<file path="src/rtl/dpram_fifo_ctrl.sv">
// Single-clock FIFO controller that sequences an external 1-cycle-latency dual-port RAM.
// Optional almost_full/almost_empty outputs are enabled by defining DPRAM_FIFO_THRESH_EN.
module dpram_fifo_ctrl #(
  parameter int ADDR_W        = 10,
  parameter int DATA_W        = 8,
  parameter int AFULL_THRESH  = 1020,
  parameter int AEMPTY_THRESH = 4
) (
  input  logic              clk,
  input  logic              rst_n,
  input  logic              flush,
  input  logic              push,
  input  logic [DATA_W-1:0] push_data,
  output logic              full,
  input  logic              pop,
  output logic [DATA_W-1:0] pop_data,
  output logic              pop_valid,
  output logic              empty,
  output logic [ADDR_W:0]   count,
  output logic              ovf_err,
  output logic              unf_err,
  output logic              ram_wen,
  output logic [ADDR_W-1:0] ram_waddr,
  output logic [DATA_W-1:0] ram_data_in,
  output logic              ram_ren,
  output logic [ADDR_W-1:0] ram_raddr,
`ifdef DPRAM_FIFO_THRESH_EN
  output logic              almost_full,
  output logic              almost_empty,
`endif
  input  logic [DATA_W-1:0] ram_data_out
);

  localparam logic [ADDR_W:0] DEPTH_C = {1'b1, {ADDR_W{1'b0}}};

  logic [ADDR_W-1:0] wr_ptr_q, wr_ptr_d;
  logic [ADDR_W-1:0] rd_ptr_q, rd_ptr_d;
  logic [ADDR_W:0]   count_q, count_d;
  logic              pop_valid_q, pop_valid_d;
  logic              ovf_q, ovf_d;
  logic              unf_q, unf_d;

  logic full_w, empty_w, push_ok, pop_ok;

  // Flags come from the registered count, so accepted ops show up one edge later.
  assign full_w  = (count_q == DEPTH_C);
  assign empty_w = (count_q == '0);
  assign push_ok = push & ~full_w & ~flush;
  assign pop_ok  = pop & ~empty_w & ~flush;

  always_comb begin
    // NOTE: every variable gets a default first so no path can infer a latch.
    wr_ptr_d    = wr_ptr_q;
    rd_ptr_d    = rd_ptr_q;
    count_d     = count_q;
    pop_valid_d = 1'b0;
    ovf_d       = ovf_q;
    unf_d       = unf_q;
    if (flush) begin
      wr_ptr_d = '0;
      rd_ptr_d = '0;
      count_d  = '0;
      ovf_d    = 1'b0;
      unf_d    = 1'b0;
    end else begin
      if (push_ok) wr_ptr_d = wr_ptr_q + ADDR_W'(1);
      if (pop_ok)  rd_ptr_d = rd_ptr_q + ADDR_W'(1);
      case ({push_ok, pop_ok})
        2'b10:   count_d = count_q + (ADDR_W+1)'(1);
        2'b01:   count_d = count_q - (ADDR_W+1)'(1);
        default: count_d = count_q;
      endcase
      pop_valid_d = pop_ok;
      ovf_d       = ovf_q | (push & full_w);
      unf_d       = unf_q | (pop & empty_w);
    end
  end

  always_ff @(posedge clk or negedge rst_n) begin
    if (!rst_n) begin
      wr_ptr_q    <= '0;
      rd_ptr_q    <= '0;
      count_q     <= '0;
      pop_valid_q <= 1'b0;
      ovf_q       <= 1'b0;
      unf_q       <= 1'b0;
    end else begin
      // NOTE: state registers use non-blocking assignment so all flops update together.
      wr_ptr_q    <= wr_ptr_d;
      rd_ptr_q    <= rd_ptr_d;
      count_q     <= count_d;
      pop_valid_q <= pop_valid_d;
      ovf_q       <= ovf_d;
      unf_q       <= unf_d;
    end
  end

  // Gating with rst_n keeps the RAM quiet while reset is held, before any edge.
  assign ram_wen     = push_ok & rst_n;
  assign ram_waddr   = wr_ptr_q;
  assign ram_data_in = push_data;
  assign ram_ren     = pop_ok & rst_n;
  assign ram_raddr   = rd_ptr_q;

  assign pop_data  = ram_data_out;
  assign pop_valid = pop_valid_q;
  assign full      = full_w;
  assign empty     = empty_w;
  assign count     = count_q;
  assign ovf_err   = ovf_q;
  assign unf_err   = unf_q;

`ifdef DPRAM_FIFO_THRESH_EN
  assign almost_full  = (count_q >= (ADDR_W+1)'(AFULL_THRESH));
  assign almost_empty = (count_q <= (ADDR_W+1)'(AEMPTY_THRESH));
`endif

endmodule

</file>
<file path="config.mk">
export PLATFORM = sky130hd
export DESIGN_NAME = dpram_fifo_ctrl
export DESIGN_NICKNAME = d
export VERILOG_FILES = /design/src/rtl/dpram_fifo_ctrl.sv
export SDC_FILE = /design/constraint.sdc
export NUM_CORES = 1
export LEC_CHECK = 0
export BUFFER_PORTS_ARGS = -buffer_cell sky130_fd_sc_hd__buf_2
export CORE_MARGIN = 4
export CORE_UTILIZATION = 55
export CTS_CLUSTER_SIZE = 8
export DETAILED_ROUTE_END_ITERATION = 8
export PLACE_DENSITY = 0.86
export SLEW_MARGIN = 40
export SYNTH_ARGS = -nofsm -noshare
export SYNTH_HDL_FRONTEND = slang
export SYNTH_SLANG_ARGS = --single-unit
</file>
<file path="constraint.sdc">
create_clock -name clk -period 6.9 [get_ports clk]
set_input_delay 0.69 -clock clk [delete_from_list [all_inputs] [get_ports clk]]
set_output_delay 0.69 -clock clk [all_outputs]
set_load 0.01 [all_outputs]
</file>
# Yosys cells after proc, flatten, opt, wreduce, memory -nomap -nowiden
# Cells that the tools add are included.
# classes
add_sub_neg	4
eq_ne	3
muxes	9
bitwise	13
n_reduce_logical	4
# op_table
operator	n
$mux W10	4
$pmux W11 S2	1
$add A10 B1 Y10 const B	2
$add A11 B1 Y11 const B	1
$eq A11 B11 Y1 const B	1
$logic_not A11 Y1	1
$mux W11	1
$sub A11 B1 Y11 const B	1
$and A1 B1 Y1	8
$reduce_bool A2 Y1	2
$mux W1	3
$not A1 Y1	3
$reduce_bool A3 Y1	1
$eq A2 B1 Y1 const B	1
$eq A2 B2 Y1 const B	1
$or A1 B1 Y1	2
# totals
regBits	34
in_bits	21
output_inout_bits	54
elab_cells	39

# Depth between registers and ports, before layout
# logic_depth
ltp_word	7
ltp_mapped	13
depth_no_buf	11

# Worst setup path after synthesis
# Ideal clock, no wire load.
# synth_timing
path_type	input-to-reg
from	in pop
to	reg count_q[7] (netlist: count[7])
setup_ns	0.087
arrival_time_ns	3.213
required_ns	6.813
path_slack_ns	3.600
path_stages	13
path_buffers	2
cell_sequence	clkbuf_1 inv_1 a41o_1 clkbuf_1 nor2_1 nand2_1 inv_1 ha_1 and3_1 a221oi_1 a21oi_1 xnor2_1 a211oi_2
# synth_via
elab_chain_len	5
# synth_rtl
item	line	source
from (decl)	15	input logic pop,
$and A1 B1 Y1 (*) (2 in a row)	49	assign pop_ok = pop & ~empty_w & ~flush;
$eq A2 B1 Y1 or $eq A2 B2 Y1 (tied branches)	68	case ({push_ok, pop_ok})
$pmux W11 S2	68	
$mux W11	59	if (flush) begin
to (signal assigned)	91	count_q <= count_d;
to (decl)	38	logic [ADDR_W:0] count_q, count_d;
# Mark *: on every way between the ends. The rest lies on a longest branch, timed or not.
# A chain may end at the register's enable or synchronous reset.

# Worst setup path after layout
# layout_timing
from	reg count_q[1] (netlist: count[1])
to	reg count_q[8] (netlist: count[8])
# layout_via
elab_chain_len	7
# layout_rtl
item	line
$eq A11 B11 Y1 or $logic_not A11 Y1 (tied branches)	46, 47
$not A1 Y1 (on tied branches)	48, 49
$and A1 B1 Y1 (on tied branches) (2 in a row)	48, 49
$eq A2 B1 Y1 or $eq A2 B2 Y1 (tied branches)	68
$pmux W11 S2	68
$mux W11	59
# Parallel ways exist; a longest one is shown, timed or not.

==> flow_summary_export.csv <==
group,metric,value,unit
grt,gr-total-overflow,0,
grt,use_met3,5.956,%
timing,layout_min_cycle_time,3649,ps
cts,cts_root_buf,"clkbuf_8",
routing,wl_per_cell,15.70,um
timing,max_slew_margin,46.49,%
grt,grt_pass1_vias,1811,
final_layout,drive_gt1_share,21.56,%
synth,synth_edf_count,0,
critical_path,crit_type,"flop to flop",
placement,gp_congestion,0.8468,
routing,via_count,1903,
grt,grtUsageMet1,28.32,%
cts,cts.clk_slew.worst_paths,70,ps
cts,tritoncts,"yes",
grt,grt_pass1_wl,8.576,mm
pwr,pwr_density_cell,323.5,nW/um^2
routing,drc_errors,0,
critical_path,critical_path.top_delay_family,"simple AND/OR/NAND/NOR gates",
timing,period_share,52.88,%
timing,maxSlewViolCount,0,
timing,finalHoldViolCount,0,
worst_hold_path,holdCritPathClass,"input port to async pin",
critical_path,critPathSlowestCell,"nor4_2",
cts,numCtsBuffers,5,
grt,grt-busiest-layer,"met2",
synth,synth.area.top_cells,"dfrtp_1 (38%), ha_1 (6.1%), nor2_1 (5.8%)",
synth,synth_cells,245,
timing,fin_setup_tns,0,ps
critical_path,crit_buf_inv,1,
floorplanning,rows,22,
synth,synth_area_per_cell,9.182,um^2
routing,drtPass1Iterations,4,
routing,vias_per_cell,6.003,
floorplanning,coreArea,3799,um^2
final_layout,num-nets-final,301,
floorplanning,die_w,71.96,um
critical_path,worstPathArrival,3850,ps
flow_run,cap_violations,0,
floorplanning,die_h,71.96,um
routing,first_iter_violations,182,
critical_path,crit_path_end_kind,"flop",
synth,synth.most_common_cell,"nor2_1",
cts,insertion_delay,290,ps
cts,cts_max_level,2,
timing,rsz0062_at_grt,"no",
synth,yosys_warnings,0,
final_layout,n_antenna_cell,0,
placement,dpl.hpwl,3.443,mm
critical_path,cp_max_fo,12,
placement,portBuffers,42,
cts,cts_resized,0,
critical_path,crit_path_max_incr_delay,530,ps
synth,syn_area,2250,um^2
timing,max_freq,0.2741,GHz
final_layout,final_area,2451,um^2
cts,postCtsSetupBuffers,0,
routing,detail-route-antenna-nets,0,
critical_path,worstPathRequired,7100,ps
synth,ys_seq_elements,34,
final_layout,fillers,319,
cts,cts.sinks,34,
synth,synthFlopType,"dfrtp_1",
final_layout,syn_to_final_growth,8.954,%
timing,finClkSkew,8.784,ps
critical_path,start_kind,"flop",
synth,synth_top_cell_area_share,37.82,%
critical_path,cp_cell_sequence,"nor4_2, a41o_1, nor2_1, nand2_1, inv_1, ha_1, nor2b_1, o2111ai_1, and4b_1, or3_1, a311oi_1",
routing,routed_wl,4.977,mm
floorplanning,start_util,59.22,%
grt,grt_start_max_net_pins,36,
synth,synth_top_area_cell,"dfrtp_1",
pwr,ir_worst_vdd,0.1820,mV
synth,ys_top_cells_by_count,"nor2_1 (35), dfrtp_1 (34), buf_4 (16), xnor2_1 (15)",
grt,grt_use_met2,31.84,%
floorplanning,io_pins,75,
timing,setup_viol,0,
floorplanning,die-area,5178,um^2
timing,tightest_slew,802.6,ps
pwr,p_leak,1.225,nW
grt,grt.total_usage,20.75,%
status,status,"complete, no violations",
synth,synth_cell_type_count,49,
synth,seq_area_frac_synth,37.82,%
synth,synth_async_sr_flop_share,100.0,%
synth,synth_nets,278,
cts,clk_path_buf_depth,2,
placement,dpl_cell_area,2354,um^2
grt,antenna_found_initial,0,
cts,ctsHoldBuffers,0,
-- cell families (layout without fill, tap and decap cells) --
family          Yosys count  count (layout)  synth area share (%)
compound gates           48              48                 16.24
xor+xnor                 20              20                 7.787
fa+ha+maj                12              12                 7.008
buf+inv                  38              62                 9.399
flops                    34              34                 37.82
mux                       4               4                 1.780
simple gates             89              89                 19.97
-- worst reg2reg max path, stage by stage (launching register included) --
cell and delay (ps):
dfrtp_1 430, nor4_2 530, a41o_1 530, nor2_1 110, nand2_1 140, inv_1 180, ha_1 390, nor2b_1 200
o2111ai_1 220, and4b_1 270, or3_1 300, a311oi_1 250
-- report_power, final --
group          switching, W  leakage (nW)  internal [W]
Sequential        0.0000454         0.464      0.000233
Combinational      0.000213         0.714      0.000144
Clock             0.0000767        0.0472     0.0000802
Total              0.000335          1.23      0.000458
-- worst paths after layout --
check                      slack [ps]      endpoint  startpoint  cells past startpoint
max reg2reg                      3250      count[8]    count[1]                     11
max in group asynchronous        6250      count[5]       rst_n                      1
min                               340  ram_waddr[4]       rst_n                      1
min reg2reg                       510       ovf_err     ovf_err                      2
min in group clk                  510       ovf_err     ovf_err                      2
max                              3250      count[8]    count[1]                     11
-- placed cells by master, fill, tap and decap left out, types with 2 or more instances in the layout --
cell type	instances
o21ai_1	3
a211oi_2	3
nor3_1	9
nor4_1	3
a311oi_1	2
a21o_1	4
o31ai_1	2
a41oi_1	2
or3_1	4
ha_1	11
a211oi_1	2
mux2i_1	4
a21oi_1	11
and3_1	3
nor4_2	2
buf_2	41
a41o_1	2
clkbuf_8	6
dfrtp_1	34
o21ai_0	4
a31oi_1	3
nand2_1	8
nand4_1	3
nand2b_1	3
and4_1	3
o21a_1	2
xnor2_1	15
nor2_1	35
xor2_1	5
inv_1	11
nand3_1	11
-- state kept, by name (all words and copies together) (netlist names) --
name,flops
ovf_err,1
ram_waddr,10
ram_raddr,10
unf_err,1
pop_valid,1
count,11
-- per-layer routing --
layer	vias up	wire (um)
li1	909	-
met1	917	2161
met2	69	2369
met3	8	391
met4	0	54
met5	-	0
-- final cells by class --
cell class | instances | area (um^2) | area share, %
timing repair buffer | 42 | 212.7 | 8.678
multi-input combinational | 173 | 1187 | 48.44
tap | 48 | 60.06 | 2.450
clock inverter | 2 | 12.51 | 0.5105
clock buffer | 6 | 82.58 | 3.369
inverter | 12 | 45.04 | 1.838
sequential | 34 | 850.8 | 34.71
-- metrics by stage --
step / power (W) / hold slack, ps / cells / setup slack, ps / utilization, %
after detailed placement: 0.0006341 / 497.1 / 309 / 3340 / 61.96
after global routing: 0.0008517 / 365.7 / 317 / 2950 / 64.53
final: 0.0007930 / 335.8 / 317 / 3252 / 64.53
after global placement: 0.0006249 / 497.9 / 309 / 3480 / 61.96
after CTS: 0.0007953 / 491.3 / 317 / 3287 / 64.46
after floorplan: 0.0005533 / 394.4 / 245 / 3600 / -
No activity file was read; power rests on OpenSTA's default activity.
